--- config.mk ---
export PLATFORM = sky130hd
export DESIGN_NAME = seg7_scan_scheduler
export DESIGN_NICKNAME = d
export VERILOG_FILES = /design/src/rtl/seg7_scan_scheduler.sv
export SDC_FILE = /design/constraint.sdc
export NUM_CORES = 1
export LEC_CHECK = 0
export BUFFER_PORTS_ARGS = -buffer_cell sky130_fd_sc_hd__buf_4
export CORE_UTILIZATION = 50
export DETAILED_ROUTE_END_ITERATION = 16
export MAX_ROUTING_LAYER = met4
export PLACE_DENSITY = 0.69
export SLEW_MARGIN = 20
export SYNTH_ARGS = -nofsm -noshare
export SYNTH_HDL_FRONTEND = slang
export SYNTH_SLANG_ARGS = --single-unit
--- constraint.sdc ---
create_clock -name clk -period 3.4 [get_ports clk]
set_input_delay 0 -clock clk [delete_from_list [all_inputs] [get_ports clk]]
set_output_delay 0 -clock clk [all_outputs]
set_load 0.01 [all_outputs]
--- src/rtl/seg7_scan_scheduler.sv ---
// Time-multiplexed 8-digit 7-segment scan scheduler with double-buffered BCD frame,
// per-slot all-off guard interval and optional leading-zero blanking.
module seg7_scan_scheduler #(
  parameter int unsigned NUM_DIGITS   = 8,
  parameter int unsigned TICK_DIV     = 100000,
  parameter int unsigned BLANK_CYCLES = 1000
) (
  input  logic                      clk,
  input  logic                      rst_n,
  input  logic                      enable,
  input  logic                      blank_lz,
  input  logic [4*NUM_DIGITS-1:0]   digits_in,
  input  logic [NUM_DIGITS-1:0]     dp_in,
  input  logic                      digits_valid,
  output logic                      digits_ready,
  output logic [NUM_DIGITS-1:0]     anode,
  output logic [3:0]                digit_out,
  output logic                      dp_out,
  output logic                      frame_done
);

  localparam int unsigned IDX_W       = (NUM_DIGITS > 1) ? $clog2(NUM_DIGITS) : 1;
  localparam int unsigned CNT_W       = (TICK_DIV > 1) ? $clog2(TICK_DIV) : 1;
  localparam int unsigned SHOW_CYCLES = TICK_DIV - BLANK_CYCLES;
  localparam logic [CNT_W-1:0] BLANK_LAST = CNT_W'(BLANK_CYCLES - 1);
  localparam logic [CNT_W-1:0] SHOW_LAST  = CNT_W'(SHOW_CYCLES - 1);
  localparam logic [IDX_W-1:0] IDX_LAST   = IDX_W'(NUM_DIGITS - 1);

  typedef enum logic [1:0] {IDLE, BLANK, SHOW} state_e;

  state_e                    state_q, state_d;
  logic [IDX_W-1:0]          idx_q, idx_d;
  logic [CNT_W-1:0]          cnt_q, cnt_d;
  logic [4*NUM_DIGITS-1:0]   active_q, active_d, staging_q, staging_d;
  logic [NUM_DIGITS-1:0]     active_dp_q, active_dp_d, staging_dp_q, staging_dp_d;
  logic                      pending_q, pending_d;
  logic                      ready_q, ready_d;
  logic [NUM_DIGITS-1:0]     anode_q, anode_d;
  logic [3:0]                digit_q, digit_d;
  logic                      dp_q, dp_d;
  logic                      frame_done_q, frame_done_d;

  logic                      xfer;
  logic                      boundary;
  logic                      zero_run;
  logic [NUM_DIGITS-1:0]     blanked;
  logic [NUM_DIGITS-1:0]     onehot;
  logic [3:0]                sel_nib;
  logic                      sel_dp;
  logic                      sel_blk;

  always_ff @(posedge clk or negedge rst_n) begin
    if (!rst_n) begin
      state_q      <= IDLE;
      idx_q        <= '0;
      cnt_q        <= '0;
      active_q     <= '0;
      staging_q    <= '0;
      active_dp_q  <= '0;
      staging_dp_q <= '0;
      pending_q    <= 1'b0;
      ready_q      <= 1'b1;
      anode_q      <= '1;
      digit_q      <= 4'h0;
      dp_q         <= 1'b1;
      frame_done_q <= 1'b0;
    end else begin
      state_q      <= state_d;
      idx_q        <= idx_d;
      cnt_q        <= cnt_d;
      active_q     <= active_d;
      staging_q    <= staging_d;
      active_dp_q  <= active_dp_d;
      staging_dp_q <= staging_dp_d;
      pending_q    <= pending_d;
      ready_q      <= ready_d;
      anode_q      <= anode_d;
      digit_q      <= digit_d;
      dp_q         <= dp_d;
      frame_done_q <= frame_done_d;
    end
  end

  always_comb begin
    state_d      = state_q;
    idx_d        = idx_q;
    cnt_d        = cnt_q;
    active_d     = active_q;
    staging_d    = staging_q;
    active_dp_d  = active_dp_q;
    staging_dp_d = staging_dp_q;
    pending_d    = pending_q;
    anode_d      = '1;
    digit_d      = 4'h0;
    dp_d         = 1'b1;
    zero_run     = 1'b1;
    blanked      = '0;
    onehot       = '0;
    sel_nib      = 4'h0;
    sel_dp       = 1'b0;
    sel_blk      = 1'b0;

    xfer     = digits_valid && ready_q;
    boundary = enable && (state_q == SHOW) && (cnt_q == SHOW_LAST) && (idx_q == IDX_LAST);

    // Slot sequencing: IDLE -> (BLANK -> SHOW) per digit
    if (!enable) begin
      state_d = IDLE;
      idx_d   = '0;
      cnt_d   = '0;
    end else begin
      case (state_q)
        IDLE: begin
          state_d = BLANK;
          idx_d   = '0;
          cnt_d   = '0;
        end
        BLANK: begin
          if (cnt_q == BLANK_LAST) begin
            state_d = SHOW;
            cnt_d   = '0;
          end else begin
            cnt_d = cnt_q + 1'b1;
          end
        end
        SHOW: begin
          if (cnt_q == SHOW_LAST) begin
            state_d = BLANK;
            cnt_d   = '0;
            idx_d   = (idx_q == IDX_LAST) ? '0 : idx_q + 1'b1;
          end else begin
            cnt_d = cnt_q + 1'b1;
          end
        end
        default: state_d = IDLE;
      endcase
    end

    // Active buffer only changes at a frame boundary or while idle
    if (boundary && pending_q) begin
      active_d    = staging_q;
      active_dp_d = staging_dp_q;
      pending_d   = 1'b0;
    end else if (xfer && (boundary || state_q == IDLE)) begin
      active_d    = digits_in;
      active_dp_d = dp_in;
    end else if (xfer) begin
      staging_d    = digits_in;
      staging_dp_d = dp_in;
      pending_d    = 1'b1;
    end

    // Leading-zero run scanned from the most significant digit down
    for (int i = int'(NUM_DIGITS) - 1; i >= 0; i--) begin
      zero_run   = zero_run && (active_d[4*i +: 4] == 4'h0);
      blanked[i] = blank_lz && zero_run && (i != 0);
    end

    for (int i = 0; i < int'(NUM_DIGITS); i++) begin
      if (idx_d == IDX_W'(i)) begin
        onehot[i] = 1'b1;
        sel_nib   = active_d[4*i +: 4];
        sel_dp    = active_dp_d[i];
        sel_blk   = blanked[i];
      end
    end

    if (state_d != IDLE) begin
      digit_d = sel_nib;
      dp_d    = sel_blk || !sel_dp;
      if (state_d == SHOW && !sel_blk) anode_d = ~onehot;
    end
  end

  assign ready_d      = !pending_d;
  assign frame_done_d = boundary;

  assign digits_ready = ready_q;
  assign anode        = anode_q;
  assign digit_out    = digit_q;
  assign dp_out       = dp_q;
  assign frame_done   = frame_done_q;

endmodule
==> impl_metrics.csv <==
group,metric,value,unit
setup_path,cp-end-kind,"flip-flop",
global_route,gr-total-overflow,0,
finish,final_cell_mix,"dfrtp_1, buf_4, nand2_1, nor2_1",
clock_network,clk_latency,420,ps
power_and_ir_drop,p_sw,1.405,mW
finish,mostFrequentLayoutCell,"dfrtp_1",
placed_design,dp_hpwl,12600,µm
global_route,grt_max_degree,65,
sta,skew,5.199,ps
setup_path,cp.arrival,3600,ps
sta,timing.final.ws_setup,162.7,ps
sta,fin_setup_tns,0,ps
clock_network,ctsRootBufferMaster,"clkbuf_16",
placed_design,gp_congestion,0.9057,
worst_hold_path,hold_depth,5,
global_route,antenna_found_initial,0,
floorplanning,initial_core_util,0.5135,
setup_path,r2r_slack,160,ps
sta,worst-slew-pin-transition,962.9,ps
setup_path,worstSetupStartpointType,"flip-flop",
detailed_routing,ant_nets,0,
finish,nFillCells,932,
power_and_ir_drop,power.sequential.fraction,0.439,
yosys,synth_nets,682,
placed_design,place_inst,854,
power_and_ir_drop,power_frac_comb,0.214,
yosys,syn_area,6193,µm²
worst_hold_path,min_to,"staging_q[5]",
setup_path,r2r_start,"idx_q[0]",
yosys,yosysSeqAreaShare,0.4788,
power_and_ir_drop,p_per_area,597.6,nW/µm²
placed_design,place_area,6962,µm²
floorplanning,ios,60,
floorplanning,die-area,12840,µm²
setup_path,r2r-end,"anode[1]",
outcome,status,"complete, no violations",
sta,period_needed,3237,ps
finish,stdcell_count,933,
yosys,synth_top_flop_cell,"dfrtp_1",
power_and_ir_drop,sw_frac_of_total,0.2914,
yosys,synth_seq_cells,118,
finish,fin_nets,804,
yosys,synthArstFlopShare,1.000,
sta,maxSlewViolCount,0,
setup_path,path_class,"flip-flop to flip-flop",
setup_path,rr_worst_depth,11,
floorplanning,std_cell_rows,40,
power_and_ir_drop,leakage,3.565,nW
yosys,synth_edf_count,0,
clock_network,clk_pin_slew,50,ps
power_and_ir_drop,clockPowerShare,0.347,
yosys,syn_area_per_cell,9.831,µm²
setup_path,cp_max_fo,6,
yosys,netlist.area_leader.share,0.4364,
sta,finalSetupViolCount,0,
setup_path,required,3760,ps
yosys,netlist_instances,630,
yosys,synth.distinct_cells,65,
clock_network,htreeDepth,4,
power_and_ir_drop,intPower,3.415,mW
floorplanning,die-height,113.3,µm
worst_hold_path,worstHoldStart,"digits_valid",
detailed_routing,drc,0,
run,max_cap_violations,0,
sta,relSlewSlack,0.3531,
worst_hold_path,hold_class,"input port to flip-flop",
clock_network,clk_path_buf_depth,2,
sta,clock.fmax,0.3089,GHz
clock_network,cts-buffers-inserted,17,
floorplanning,core,12060,µm²
detailed_routing,wl_per_cell,19.67,µm
detailed_routing,drt-initial-drc-count,588,
finish,finalInstanceArea,8066,µm²
detailed_routing,wirelength,18350,µm
power_and_ir_drop,ir_drop,0.3392,mV
global_route,grt_pass1_vias,5526,
finish,antennaDiodeCount,0,
clock_network,cts_tree,"done",
sta,hold_violations,0,
placed_design,post-place-ws,145.7,ps
floorplanning,die_width,113.3,µm
sta,fin_crit_sh,0.9521,
yosys,synth_area_leaders,"dfrtp_1, mux2_2, mux2i_1",
global_route,grt_pass1_wl,28840,µm
global_route,track_usage,0.3048,
power_and_ir_drop,finalPower,4.820,mW
detailed_routing,vias_per_cell,6.062,
yosys,yosysTopAreaCell,"dfrtp_1",
detailed_routing,drtPass1Iterations,6,
clock_network,clock_sinks,118,
finish,drive_gt1_frac,0.2497,
finish,area_delta_synth_final,30.24,%
yosys,yosys_warnings,0,
detailed_routing,num_vias,5656,
placed_design,io_buffers,59,
-- worst max-delay path by stage --
stage | start | endpoint | slack (ps) | cells after the start
finish | idx_q[0] | anode[1] | 160 | 11
global route | idx_q[0] | anode[1] | -30 | 12
CTS | idx_q[1] | anode[1] | 130 | 11
detailed placement | idx_q[1] | anode[2] | 150 | 11
global placement | idx_q[1] | anode[6] | 180 | 11
floorplan | state_q[0] | anode[1] | 440 | 13
-- sequential cells by signal, summed over array words and instances, names as in the netlist --
name	flops
dp_out	1
staging_q	32
idx_q	3
frame_done	1
state_q	2
staging_dp_q	8
active_dp_q	8
digits_ready	1
digit_out	4
cnt_q	17
active_q	32
anode	8
pending_q	1
-- cells in the mapped netlist, drive strengths merged (7+ instances only) --
| library cell | n |
|---|---|
| nor4 | 7 |
| inv | 24 |
| nand3 | 20 |
| dfstp | 10 |
| nor3 | 22 |
| dfrtp | 108 |
| nor2 | 49 |
| or3 | 10 |
| nand2 | 58 |
| a21oi | 39 |
| mux2i | 30 |
| a31oi | 9 |
| clkbuf | 23 |
| o21ai | 44 |
| buf | 8 |
| o211ai | 19 |
| ha | 7 |
| o21a | 8 |
| mux2 | 39 |
| and2 | 11 |
| nand4 | 8 |
-- critical path, cell delays in order, from the launching register on --
cell	delay (ps)
dfrtp_1	390
ha_1	210
ha_4	180
nand4_1	110
or4_4	620
o21a_4	290
or3_1	360
o221ai_1	140
a41oi_1	190
o41ai_2	400
nand2_1	150
nand3_1	120
-- cells by family after synthesis --
group | share of synthesized area
AND/OR/NAND/NOR | 0.1766
AO/OA/AOI/OAI | 0.1673
flip-flops | 0.4788
multiplexers | 0.1194
buffers and inverters | 0.03676
adder cells (fa/ha/maj) | 0.01414
XOR/XNOR | 0.007070
-- power by group through the flow --
| stage | Sequential, mW | Clock (mW) | Combinational, mW |
|---|---|---|---|
| finish | 2.12 | 1.67 | 1.03 |
| CTS | 2.10 | 1.70 | 1.00 |
| floorplan | 2.03 | 0 | 0.667 |
| global placement | 2.10 | 0 | 0.925 |
| detailed placement | 2.11 | 0 | 0.961 |
| global route | 2.16 | 1.76 | 1.13 |
-- routing by layer --
metal	part of all wire	global-route usage	routed length, µm
met2	0.47	0.4679	8692
met3	0.079	0.08141	1455
met1	0.42	0.3812	7635
met4	0.031	0.1289	565
met5	0	-	0
-- area by class of cell --
type                       instances  area [µm²]  share of cell area
timing repair buffer             131        1130              0.1401
inverter                          24       90.09             0.01117
tap                              168       210.2             0.02606
multi-input combinational        460        3118              0.3865
sequential                       118        2965              0.3676
clock buffer                      22       474.2             0.05879
clock inverter                    10       78.83            0.009772
-- per-stage QoR --
stage / util / hold WS, ps
after floorplan: - / -295.6
after global placement: 0.5772 / 93.92
after detailed placement: 0.5772 / 100.1
after CTS: 0.6579 / 127.1
after global routing: 0.6688 / 147.7
final: 0.6688 / 130.6
-- what timing repair did --
action,CTS,global route
endpoints found under the hold margin,112,0
setup buffers,0,2
endpoints found under the setup margin,0,12
hold buffers,42,0
gates resized for setup,0,16
Note: power is estimated with default switching activity, not from simulation.
